--- config.mk ---
export PLATFORM = sky130hd
export DESIGN_NAME = wb_regfile
export DESIGN_NICKNAME = d
export VERILOG_FILES = /design/src/rtl/wb_regfile_pkg.sv /design/src/rtl/wb_regfile_bypass_mux.sv /design/src/rtl/wb_regfile.sv
export SDC_FILE = /design/constraint.sdc
export NUM_CORES = 2
export LEC_CHECK = 0
export BUFFER_PORTS_ARGS = -buffer_cell sky130_fd_sc_hd__buf_2
export CORE_UTILIZATION = 70
export CTS_BUF_LIST = sky130_fd_sc_hd__clkbuf_4 sky130_fd_sc_hd__clkbuf_8
export CTS_CLUSTER_DIAMETER = 80
export DETAILED_ROUTE_END_ITERATION = 7
export PLACE_DENSITY = 0.89
export SYNTH_ARGS = -nofsm -noshare
export SYNTH_HDL_FRONTEND = slang
export SYNTH_HIERARCHICAL = 1
export SYNTH_SLANG_ARGS = --single-unit
export TNS_END_PERCENT = 20
--- constraint.sdc ---
create_clock -name clk -period 60.4 [get_ports clk]
set_input_delay 6.04 -clock clk [delete_from_list [all_inputs] [get_ports clk]]
set_output_delay 6.04 -clock clk [all_outputs]
set_load 0.02 [all_outputs]
--- src/rtl/wb_regfile_pkg.sv ---
// Shared constants for the writeback / register-file slice.
package wb_regfile_pkg;

  localparam int unsigned DATA_W_DEF = 32;
  localparam int unsigned ADDR_W_DEF = 5;
  localparam int unsigned CNT_W_DEF  = 32;

  // Index of the hardwired-zero register
  localparam int unsigned REG_ZERO = 0;

endpackage

--- src/rtl/wb_regfile_bypass_mux.sv ---
// Priority read mux for one register-file read port:
// zero register, then same-cycle writeback bypass, then stored value.
module wb_bypass_mux
  import wb_regfile_pkg::*;
#(
  parameter int unsigned DATA_W = DATA_W_DEF,
  parameter int unsigned ADDR_W = ADDR_W_DEF
) (
  input  logic [ADDR_W-1:0] i_rd_addr,
  input  logic              i_commit,
  input  logic [ADDR_W-1:0] i_wr_addr,
  input  logic [DATA_W-1:0] i_wr_data,
  input  logic [DATA_W-1:0] i_rf_data,
  output logic [DATA_W-1:0] o_rd_data
);

  // Zero register wins over bypass so r0 can never be observed non-zero
  always_comb begin
    o_rd_data = i_rf_data;
    if (i_rd_addr == ADDR_W'(REG_ZERO)) begin
      o_rd_data = '0;
    end else if (i_commit && (i_rd_addr == i_wr_addr)) begin
      o_rd_data = i_wr_data;
    end
  end

endmodule

--- src/rtl/wb_regfile.sv ---
// Writeback stage: selects writeback data, commits it to the register file,
// serves two bypassed read ports and tracks a commit counter / strobe.
module wb_regfile
  import wb_regfile_pkg::*;
#(
  parameter int unsigned DATA_W = DATA_W_DEF,
  parameter int unsigned ADDR_W = ADDR_W_DEF,
  parameter int unsigned CNT_W  = CNT_W_DEF
) (
  input  logic              clk,
  input  logic              rst,
  input  logic              RegWrite_i,
  input  logic              MemtoReg_i,
  input  logic [DATA_W-1:0] alu_result_i,
  input  logic [DATA_W-1:0] read_data_i,
  input  logic [ADDR_W-1:0] write_addr_i,
  input  logic [ADDR_W-1:0] rs_addr_i,
  input  logic [ADDR_W-1:0] rt_addr_i,
  output logic [DATA_W-1:0] rs_data_o,
  output logic [DATA_W-1:0] rt_data_o,
  output logic [DATA_W-1:0] wb_data_o,
  output logic              wb_valid_o,
  output logic [CNT_W-1:0]  wb_count_o
);

  localparam int unsigned NUM_REGS = 1 << ADDR_W;

  logic [DATA_W-1:0] r_rf [NUM_REGS];
  logic              r_valid;
  logic [CNT_W-1:0]  r_count;

  logic              w_commit;
  logic [DATA_W-1:0] w_wb_data;
  logic [DATA_W-1:0] w_rs_rf;
  logic [DATA_W-1:0] w_rt_rf;

  // Writeback data select and commit qualification (writes to r0 are dropped)
  always_comb begin
    w_wb_data = MemtoReg_i ? read_data_i : alu_result_i;
    w_commit  = RegWrite_i && (write_addr_i != ADDR_W'(REG_ZERO));
  end

  assign w_rs_rf   = r_rf[rs_addr_i];
  assign w_rt_rf   = r_rf[rt_addr_i];
  assign wb_data_o = w_wb_data;

  // Register storage; async clear so reset discards any in-flight write
  always_ff @(posedge clk or posedge rst) begin
    if (rst) begin
      for (int i = 0; i < int'(NUM_REGS); i++) begin
        r_rf[i] <= '0;
      end
    end else if (w_commit) begin
      r_rf[write_addr_i] <= w_wb_data;
    end
  end

  // Commit strobe and wrapping commit counter
  always_ff @(posedge clk or posedge rst) begin
    if (rst) begin
      r_valid <= 1'b0;
      r_count <= '0;
    end else begin
      r_valid <= w_commit;
      if (w_commit) begin
        r_count <= r_count + CNT_W'(1);
      end
    end
  end

  assign wb_valid_o = r_valid;
  assign wb_count_o = r_count;

  wb_bypass_mux #(
    .DATA_W (DATA_W),
    .ADDR_W (ADDR_W)
  ) u_rs_mux (
    .i_rd_addr (rs_addr_i),
    .i_commit  (w_commit),
    .i_wr_addr (write_addr_i),
    .i_wr_data (w_wb_data),
    .i_rf_data (w_rs_rf),
    .o_rd_data (rs_data_o)
  );

  wb_bypass_mux #(
    .DATA_W (DATA_W),
    .ADDR_W (ADDR_W)
  ) u_rt_mux (
    .i_rd_addr (rt_addr_i),
    .i_commit  (w_commit),
    .i_wr_addr (write_addr_i),
    .i_wr_data (w_wb_data),
    .i_rf_data (w_rt_rf),
    .o_rd_data (rt_data_o)
  );

endmodule
==> summary.md <==
| Metric | Value |
|---|---|
| Final hold vios | 0 |
| Post-Layout Cell Count | 7,215 |
| Initial antenna violation count | 6 |
| Slew Viols, Final | 0 |
| Top_reg_cell synth | dfrtp_1 |
| Leak | 29.3 nW |
| Maximum fanout along the worst path | 93 |
| Hold Path Class | register to register |
| Crit Reg-Reg Startpoint | wb_count_o[0] |
| EDFF count, synth | 0 |
| Worst Setup SP | rs_addr_i[1] |
| Max IR drop VDD | 0.0281 mV |
| Final setup viols | 0 |
| Filler cells | 4,978 |
| Global-route wire length before repair | 288,000 µm |
| Drt initial violations | 8,083 |
| GRT Total Usage | 46.1% |
| DR vias/cell | 7.17 |
| Yosys top cell area share | 46.9% |
| Die width | 286 µm |
| YS warnings | 6 |
| Remaining global-route overflow | 0 |
| Setup TNS | 0 ns |
| Min Tclk post-route | 16.87 ns |
| Dpl hpwl | 95,400 µm |
| CTS buffer count | 172 |
| Remaining DRCs | 0 |
| # IOs | 212 |
| Setup crit end kind | output port |
| Port bufs | 211 |
| CP Launch Type | primary input |
| Largest net degree at the start of global routing | 206 |
| Placed Cells | 6,896 |
| Fin crit share | 27.9% |
| HP Start | r_rf[1005] |
| Outcome | completed |
| Clk buf depth | 3 |
| Netlist cell types | 43 |
| Row cnt | 103 |
| Synth Register Bits | 1,057 |
| F_max | 0.0593 GHz |
| Chip Height | 286 µm |
| GP Congestion | 0.873 |
| Worst Tran Pin Value | 1.19 ns |
| Worst-case clock skew | 0.0146 ns |
| Max cap viols | 0 |
| Slew headroom | 20.8% |
| PwrDens | 34.5 nW/µm² |
| Final wirelength | 190,000 µm |
| Area Growth Syn to Fin | 8.92% |
| Post-Synthesis Net Count | 6,218 |
| Vias in the first global route | 51,100 |
| Total Die Area | 81,800 µm² |
| Sequential share of the synthesized area | 46.9% |
| TritonRoute pass-1 iters | 7 |
| Largest cells by area after synthesis | dfrtp_1 47%, mux2i_1 19%, nand2_1 5.9% |
| RSZ-0062 raised after global routing | false |
| Critical path class | primary input to output port |
| Clock Sinks | 1,057 |
| Antenna-violating nets left | 0 |
| CTS tree | built |
| H-tree depth | 4 |
| DR WL/cell | 26.4 µm |
| Syn_area_per_cell | 9.20 µm² |
| Worst EP required | 54.36 ns |
| Via count | 51,700 |
| Post-CTS Resized | 0 |
| Critical path arrival | 10.83 ns |
| Fraction of registers with async set/reset | 100% |
| Initial core utilization | 71.1% |
| Dominant cell type by area after synthesis | dfrtp_1 |
| Layout cells sized above 1 | 11.9% |
| Root Driver | clkbuf_8 |
| Post-CTS Setup Inserts | 0 |
| Synthesized instance count | 6,134 |
| Nets | 6,104 |
| Netlist Area Pre-Place | 56,400 µm² |
| Hold Buf Count CTS | 0 |
| Worst-skew pair later-pin latency | 0.86 ns |
| Clk pin slew, worst setup/hold paths | 0.06 ns |
| Core Area | 79,400 µm² |
==> cell usage in the layout (no fill, tap or decap), types with 5 or more instances in the layout <==
cell type  netlist  final
o21ai_1         92     92
clkinv_2         0     22
a21oi_1        576    576
xnor2_1         28     28
clkbuf_4         0     51
a31oi_1         64     64
inv_8            0      6
diode_2          0      5
dfrtp_1       1057   1057
and4_1           5      5
nor3_1          66     66
buf_12           0      9
buf_4            3    105
mux2i_2          0     32
a22o_1         128    128
nor3b_2          4      6
and3_1          10     10
mux2i_1       1056   1024
inv_1           35     34
clkbuf_8         0    220
nand3_1        206    206
nand2_1        893    877
nand2_2          3     18
a22oi_1        192    192
nor2_1         401    389
nor2_4           0     12
buf_2          152    209
o21ai_0        580    580
xor2_1          13     13
nand4_1         71     71
bufinv_16        0      5
==> cells in the mapped netlist (92+ instances only) <==
cell      count
a22o_1      128
nand3_1     206
nand2_1     893
a21oi_1     576
o21ai_0     580
nor2_1      401
buf_2       152
a22oi_1     192
mux2i_1    1056
dfrtp_1    1057
clkbuf_1    425
o21ai_1      92
==> per-stage QoR <==
step | total power, W | setup slack, ns | hold WS, ns | util, % | area (µm²)
after detailed placement | 0.00141 | 43.80 | 0.391 | 72.6 | 57600
after global routing | 0.00221 | 43.47 | 0.412 | 77.4 | 61500
after global placement | 0.00137 | 43.82 | 0.384 | 72.6 | 57600
after CTS | 0.00210 | 43.77 | 0.403 | 77.4 | 61500
after floorplan | 0.00128 | 24.61 | 0.449 | - | 56400
final | 0.00212 | 43.53 | 0.405 | 77.4 | 61500
==> path summary, 6_finish.rpt <==
check / endpoint / slack (ns) / depth (start not counted)
setup reg to reg: wb_count_o[27] / 58.12 / 5
hold / removal: r_rf[1005] / 0.41 / 0
min in group asynchronous: r_rf[342] / 5.35 / 2
setup / recovery: rs_data_o[25] / 43.53 / 12
max in group asynchronous: r_rf[616] / 51.83 / 5
hold reg to reg: r_rf[1005] / 0.41 / 0
==> layout make-up <==
class	instances	area [µm²]	area share, %
Clock inverter	43	438	0.712
Tap cell	1050	1310	2.14
Sequential cell	1057	26500	43.0
Antenna cell	5	12.5	0.0204
Inverter	36	143	0.232
Clock buffer	271	3410	5.55
Timing Repair Buffer	325	2040	3.33
Multi-Input combinational cell	4428	27700	45.0
==> registers in the layout, summed over array words and instances, names as in the netlist <==
| name | flops |
|---|---|
| wb_count_o | 32 |
| wb_valid_o | 1 |
| r_rf | 1024 |
==> cells by family (layout without fill, tap and decap cells) <==
logic type	count (synthesis)	in the layout	share of synthesized area, %
fa+ha+maj	1	1	0.0222
other cells	0	5	0
flops	1057	1057	46.9
buf+inv	649	675	4.67
compound gates	1634	1634	16.4
simple gates	1695	1695	12.7
xor+xnor	41	41	0.636
mux	1057	1057	18.7
==> worst max-delay path: stages <==
cell	delay, ns
buf_8	0.67
buf_4	0.90
buf_4	0.84
buf_4	0.83
mux2i_1	0.17
a22o_1	0.26
nor3_1	0.25
a31oi_1	0.08
nand3_1	0.13
nand2_1	0.07
o21ai_0	0.16
buf_2	0.18
==> power by group <==
| group | switching [W] | leakage [nW] | internal (W) |
|---|---|---|---|
| Clock | 0.000307 | 2.05 | 0.000383 |
| Combinational | 0.000271 | 13.9 | 0.000180 |
| Sequential | 0.000124 | 13.4 | 0.000854 |
==> metal layers <==
metal / up-vias / wire, µm / GRT usage (%)
li1: 21400 / - / -
met1: 24400 / 65800 / 58.0
met2: 4621 / 80100 / 66.4
met3: 1261 / 29500 / 16.9
met4: 4 / 14700 / 31.6
met5: - / 49 / 0
(Power assumes the default switching activity.)
